**config.mk**
```make
export PLATFORM = sky130hd
export DESIGN_NAME = dpi_transmitter
export DESIGN_NICKNAME = d
export VERILOG_FILES = /design/src/rtl/dpi_transmitter.sv
export SDC_FILE = /design/constraint.sdc
export NUM_CORES = 1
export LEC_CHECK = 0
export BUFFER_PORTS_ARGS = -buffer_cell sky130_fd_sc_hd__buf_2
export CELL_PAD_IN_SITES_DETAIL_PLACEMENT = 0
export CELL_PAD_IN_SITES_GLOBAL_PLACEMENT = 1
export CORE_MARGIN = 5
export CORE_UTILIZATION = 38
export DETAILED_ROUTE_END_ITERATION = 10
export GPL_ROUTABILITY_DRIVEN = 0
export HOLD_SLACK_MARGIN = 0.12
export PLACE_DENSITY_LB_ADDON = 0.1
export SKIP_CTS_REPAIR_TIMING = 1
export SLEW_MARGIN = 20
export SYNTH_ARGS = -nofsm -noshare
export SYNTH_HDL_FRONTEND = slang
export SYNTH_SLANG_ARGS = --single-unit
```
**constraint.sdc**
```tcl
create_clock -name CLK -period 3.8 [get_ports CLK]
set_input_delay 0.19 -clock CLK [delete_from_list [all_inputs] [get_ports CLK]]
set_output_delay 0.19 -clock CLK [all_outputs]
set_load 0.05 [all_outputs]
```
**src/rtl/dpi_transmitter.sv**
```systemverilog
// DPI (parallel RGB) video timing generator with a two-stage output pipeline
// that absorbs the one-cycle read latency of the pixel source.
module dpi_transmitter #(
   parameter int H_ACTIVE  = 640,
   parameter int H_FP      = 16,
   parameter int H_SYNC    = 96,
   parameter int H_BP      = 48,
   parameter int V_ACTIVE  = 480,
   parameter int V_FP      = 10,
   parameter int V_SYNC    = 2,
   parameter int V_BP      = 33,
   parameter bit HSYNC_POL = 1'b1,
   parameter bit VSYNC_POL = 1'b1
) (
   input  logic        CLK,
   input  logic        RESET,
   input  logic        EN,
   input  logic [7:0]  PIX_RED,
   input  logic [7:0]  PIX_GREEN,
   input  logic [7:0]  PIX_BLUE,
   output logic [10:0] REQ_ADDR_H,
   output logic [9:0]  REQ_ADDR_V,
   output logic        REQ_VALID,
   output logic [7:0]  RED,
   output logic [7:0]  GREEN,
   output logic [7:0]  BLUE,
   output logic        HSYNC,
   output logic        VSYNC,
   output logic        DE,
   output logic        FRAME_START
);

   localparam int H_TOTAL = H_ACTIVE + H_FP + H_SYNC + H_BP;
   localparam int V_TOTAL = V_ACTIVE + V_FP + V_SYNC + V_BP;

   localparam logic [10:0] H_LAST = 11'(H_TOTAL - 1);
   localparam logic [10:0] H_ACT  = 11'(H_ACTIVE);
   localparam logic [10:0] H_SS   = 11'(H_ACTIVE + H_FP);
   localparam logic [10:0] H_SE   = 11'(H_ACTIVE + H_FP + H_SYNC);
   localparam logic [9:0]  V_LAST = 10'(V_TOTAL - 1);
   localparam logic [9:0]  V_ACT  = 10'(V_ACTIVE);
   localparam logic [9:0]  V_SS   = 10'(V_ACTIVE + V_FP);
   localparam logic [9:0]  V_SE   = 10'(V_ACTIVE + V_FP + V_SYNC);

   typedef enum logic [1:0] {IDLE = 2'd0, RUN = 2'd1, STOP = 2'd2} state_t;

   state_t      state, nxt_state;
   logic [10:0] cnt_h, nxt_h;
   logic [9:0]  cnt_v, nxt_v;
   logic        frame_end, nxt_active;
   logic        run, hs_c, vs_c, fs_c;
   logic        de_p, hs_p, vs_p, fs_p;

   // Next-state and counter advance; STOP keeps scanning so the frame completes unchanged.
   always_comb begin
      nxt_state = state;
      nxt_h     = cnt_h;
      nxt_v     = cnt_v;
      frame_end = (cnt_h == H_LAST) && (cnt_v == V_LAST);
      case (state)
         IDLE: begin
            nxt_h = 11'd0;
            nxt_v = 10'd0;
            if (EN) nxt_state = RUN;
            else    nxt_state = IDLE;
         end
         RUN, STOP: begin
            if (cnt_h == H_LAST) begin
               nxt_h = 11'd0;
               if (cnt_v == V_LAST) nxt_v = 10'd0;
               else                 nxt_v = cnt_v + 10'd1;
            end else begin
               nxt_h = cnt_h + 11'd1;
            end
            if (EN)             nxt_state = RUN;
            else if (frame_end) nxt_state = IDLE;
            else                nxt_state = STOP;
         end
         default: begin
            nxt_state = IDLE;
            nxt_h     = 11'd0;
            nxt_v     = 10'd0;
         end
      endcase
      nxt_active = (nxt_state != IDLE) && (nxt_h < H_ACT) && (nxt_v < V_ACT);
   end

   // Timing decodes for the position currently on the counters.
   always_comb begin
      run  = (state != IDLE);
      hs_c = run && (cnt_h >= H_SS) && (cnt_h < H_SE);
      vs_c = run && (cnt_v >= V_SS) && (cnt_v < V_SE);
      fs_c = REQ_VALID && (cnt_h == 11'd0) && (cnt_v == 10'd0);
   end

   // State, counters and the registered pixel request.
   always_ff @(posedge CLK or posedge RESET) begin
      if (RESET) begin
         state      <= IDLE;
         cnt_h      <= 11'd0;
         cnt_v      <= 10'd0;
         REQ_VALID  <= 1'b0;
         REQ_ADDR_H <= 11'd0;
         REQ_ADDR_V <= 10'd0;
      end else begin
         state      <= nxt_state;
         cnt_h      <= nxt_h;
         cnt_v      <= nxt_v;
         REQ_VALID  <= nxt_active;
         REQ_ADDR_H <= nxt_active ? nxt_h : 11'd0;
         REQ_ADDR_V <= nxt_active ? nxt_v : 10'd0;
      end
   end

   // Two-stage delay: decodes wait one cycle for the pixel source, then join its data.
   always_ff @(posedge CLK or posedge RESET) begin
      if (RESET) begin
         de_p        <= 1'b0;
         hs_p        <= 1'b0;
         vs_p        <= 1'b0;
         fs_p        <= 1'b0;
         DE          <= 1'b0;
         RED         <= 8'd0;
         GREEN       <= 8'd0;
         BLUE        <= 8'd0;
         HSYNC       <= ~HSYNC_POL;
         VSYNC       <= ~VSYNC_POL;
         FRAME_START <= 1'b0;
      end else begin
         de_p        <= REQ_VALID;
         hs_p        <= hs_c;
         vs_p        <= vs_c;
         fs_p        <= fs_c;
         DE          <= de_p;
         RED         <= de_p ? PIX_RED   : 8'd0;
         GREEN       <= de_p ? PIX_GREEN : 8'd0;
         BLUE        <= de_p ? PIX_BLUE  : 8'd0;
         HSYNC       <= hs_p ? HSYNC_POL : ~HSYNC_POL;
         VSYNC       <= vs_p ? VSYNC_POL : ~VSYNC_POL;
         FRAME_START <= fs_p;
      end
   end

endmodule

```
; ---- Word-level counts from Yosys, hierarchy flattened
; Index checks and enable logic that the tools add are counted.
[op_classes]
muxes = 16
reduce_logical = 15
n_eq_ne = 4
addsub = 2
order_cmp = 6
[op_table]
columns = operator, count
row1 = $mux 10, 4
row2 = $mux 11, 3
row3 = $mux 8, 3
row4 = $lt 11x10->1 const B, 2
row5 = $lt 10x9->1 const B, 2
row6 = $add 11x1->11 const B, 1
row7 = $eq 11x10->1 const B, 1
row8 = $ge 11x10->1 const B, 1
row9 = $logic_not 11->1, 1
row10 = $add 10x1->10 const B, 1
row11 = $eq 10x10->1 const B, 1
row12 = $ge 10x9->1 const B, 1
row13 = $logic_not 10->1, 1
row14 = $logic_and 1x1->1, 9
row15 = $mux 2, 2
row16 = $pmux 2 s2, 1
row17 = $reduce_bool 2->1, 2
row18 = $mux 1, 3
row19 = $eq 2x1->1 const B, 1
row20 = $eq 2x2->1 const B, 1
row21 = $logic_not 2->1, 1
row22 = $reduce_or 2->1, 1
[word_totals]
elab_cells = 60
ff_bits = 77
output_inout_bits = 50
in_bits = 27

; ---- Longest topological paths before layout
[depth]
depth_word = 9
ltp_mapped = 9

; ---- Worst setup path before layout
; Ideal clock, no wire load.
[synth_path]
path_type = flip-flop to flip-flop
from = reg cnt_h[5]
to = reg REQ_ADDR_V[6]
arrival_ns = 2.557
period_less_slack_ns = 2.693
stages_incl_launch_ff = 10
required_ns = 3.664
setup_slack_ns = 1.107
setup_ns = 0.136
cell_sequence = dfrtp_1 > buf_6 > or4_1 > buf_2 > or4_4 > or4_1 > a21o_2 > nand4_4 > buf_6 > nor3_1
[synth_via]
elab_chain_len = 9
[synth_rtl]
columns = item, line
row1 = start: declaration, 48  ; logic [10:0] cnt_h, nxt_h;
row2 = start signal: assignment, 107  ; cnt_h <= nxt_h;
row3 = branches (longest 8 deep; another with $add 11x1->11), n/a
row4 = $mux 10 *, 111  ; REQ_ADDR_V <= nxt_active ? nxt_v : 10'd0;
row5 = end signal: assignment, 111
row6 = end: declaration, 22  ; output logic [9:0] REQ_ADDR_V,
; Every way passes the cells marked *.

; ---- Final worst setup path
[layout_path]
from = reg cnt_h[5]
to = reg REQ_ADDR_V[1]
; Same word-level chain as after synthesis.

==> impl_results.md <==
- Die ar.: 10,000 sq um
- Least-Margin Pin Slew: 0.863 ns
- Chip width: 100 um
- Fill cell count: 695
- Setup_tns: 0 ns
- Total Routed Length: 6780 um
- Hold Path Class: reg -> reg
- Clk_skew: 0.0132 ns
- ANT nets after route: 0
- Final worst-path cycle share: 0.754
- Initial Util: 0.395
- GRT Resource Usage Total: 0.136
- RSZ-0062 raised after global routing: false
- Crit. End Element: register
- Worst-Skew Late Latency: 0.35 ns
- Post-synthesis cell area: 3090 sq um
- Iter 0 DRT Violations: 91
- Slew HR: 0.424
- Antenna Diode Count: 0
- Total power: 2550 uW
- Nets: 414
- Multi-input gate area: 1050 sq um
- Mean Syn Cell Area: 11.5 sq um
- Yosys top cell area share: 0.624
- Sequential share of the synthesized area: 0.624
- Worst vdd ir: 339 uV
- Cell taking the most area after synthesis: dfrtp_1
- Ys async rst share: 1.00
- Met3 Routed Length: 522 um
- CTS Buf Count: 9
- I/O pin cnt: 77
- DR top layer: met4
- Required time of the critical path: 4.06 ns
- Post-synthesis instance total: 269
- WS Path Type: reg -> reg
- CTS root buffer: clkbuf_8
- Vias: 2,242
- Reg clk slew, reported paths: 0.09 ns
- Total grt overflow: 0
- Final HPWL DP: 4590 um
- Setup ws final: 0.935 ns
- Final hold violations: 0
- Global-route wire length before repair: 10,800 um
- Outcome: finished, final reports clean
- Wl on met1: 3380 um
- Post-route minimum period: 2.86 ns
- CTS tree: built
- Buffers on Ports: 76
- Largest net degree at the start of global routing: 53
- List of most frequent post-synthesis cells: dfrtp_1, nor2_1, and2_1, inv_1, nor3_1
- Yosys warns: 0
- Initial antenna violation count: 0
- EDFF count, synth: 0
- Worst path arrival time: 3.12 ns
- Synth-to-layout area growth: 30.5%
- # DRC: 0
- Via density: 4.60
- Share of layout cells above drive strength 1: 0.278
- Leakage: 0.00202 uW
- Die Y: 100 um
- Final Max Slew Viols: 0
- Final setup vio count: 0
- Pre-antenna DRT Iters: 4
- Startpoint type of the worst setup path: register
- Register area: 1930 sq um
- Number of global-route vias before repair: 2,179
- Critical Path Fanout Max: 19
- Synth unique cells: 45
- Most common cell in the netlist: dfrtp_1
- Fmax: 349 MHz
- Routed wire per std cell: 13.9 um
- Row cnt: 32
- Synth area leaders: dfrtp_1, and2_1, nor2_1
- FF+latch count, synth: 77
- Pwr per Cell Area: 634 nW/um^2
- Dpl ws: 0.912 ns
- Max cap viols: 0
- Core Footprint: 7810 sq um
- Clock Tree Buf Depth: 2
- CTS sink count: 77
- Htree depth: 3
- Wire length on met2: 2770 um
- Main synth FF type: dfrtp_1
[cell families (layout without fill, tap and decap cells)]
family | count (synthesis) | count (layout) | share of synthesized area
other | 1 | 2 | 0.00121
AO/OA/AOI/OAI | 26 | 26 | 0.0580
buffers and inverters | 25 | 140 | 0.0361
adder cells (fa/ha/maj) | 7 | 7 | 0.0284
flip-flops | 77 | 77 | 0.624
AND/OR/NAND/NOR | 121 | 121 | 0.218
XOR/XNOR | 12 | 12 | 0.0340
[routing by layer]
layer  vias to the layer above  global-route usage
met2                        75               0.188
met5                         -                   0
met1                      1019               0.195
li1                       1139                   -
met4                         0              0.0705
met3                         9              0.0347
[final timing paths]
kind / startpoint / end / slack (ns) / cells after the start
min in group asynchronous: RESET / REQ_VALID / 0.53 / 3
hold / removal: vs_p / VSYNC / 0.36 / 0
setup reg to reg: cnt_h[5] / REQ_ADDR_V[1] / 0.94 / 7
hold reg to reg: vs_p / VSYNC / 0.36 / 0
setup / recovery: cnt_h[5] / REQ_ADDR_V[1] / 0.94 / 7
max in group asynchronous: RESET / FRAME_START / 2.43 / 4
[registers in the layout (all words and copies together), names as in the netlist, 2 cells and up]
register,flops
REQ_ADDR_V,10
cnt_v,10
RED,8
REQ_ADDR_H,11
state,2
GREEN,8
cnt_h,11
BLUE,8
[cell usage in the layout (no fill, tap or decap), types with 4 or more instances in the layout]
| cell type | synthesis | final |
|---|---|---|
| a21oi_1 | 5 | 5 |
| and2_1 | 25 | 25 |
| and3_1 | 5 | 5 |
| buf_2 | 2 | 76 |
| buf_4 | 0 | 4 |
| clkbuf_8 | 0 | 9 |
| dfrtp_1 | 77 | 77 |
| dlygate4sd3_1 | 0 | 26 |
| ha_1 | 7 | 7 |
| inv_1 | 18 | 17 |
| nand2_1 | 15 | 15 |
| nand3_1 | 6 | 6 |
| nand4_1 | 4 | 4 |
| nor2_1 | 26 | 26 |
| nor3_1 | 18 | 18 |
| o21ai_0 | 4 | 4 |
| o31ai_1 | 4 | 4 |
| or4_1 | 5 | 5 |
| xnor2_1 | 5 | 5 |
| xor2_1 | 7 | 7 |
[layout make-up]
cell class	instances	area share
timing repair buffer	106	0.167
inverter	18	0.0171
clock buffer	9	0.0308
multi-input combinational	168	0.261
tap	102	0.0317
sequential	77	0.478
clock inverter	7	0.0143
[per-stage QoR]
| stage | cell area, sq um | instances | util | hold WS, ns |
|---|---|---|---|---|
| 4_1_cts | 3770 | 461 | 0.482 | 0.0235 |
| 3_5_place_dp | 3580 | 445 | 0.459 | 0.340 |
| 5_1_grt | 4030 | 487 | 0.516 | 0.380 |
| 6_report | 4030 | 487 | 0.516 | 0.363 |
| 3_3_place_gp | 3580 | 445 | 0.459 | 0.333 |
| 2_1_floorplan | 3090 | 270 | - | 0.256 |
[worst max-delay path, cell delays in order (launching register included)]
cell and delay (ns):
dfrtp_1 0.46, or4_1 0.66, or3_2 0.52, o21ai_2 0.15, buf_4 0.22, a21o_2 0.15
nand4_4 0.27, a211oi_1 0.33
[where the power goes]
group	switching (uW)	leakage [uW]	internal (uW)
sequential	69.0	0.00103	945
clock	329	0.0000886	247
combinational	713	0.000899	250
total	1110	0.00202	1440
Power figures use the tool's default switching activity.
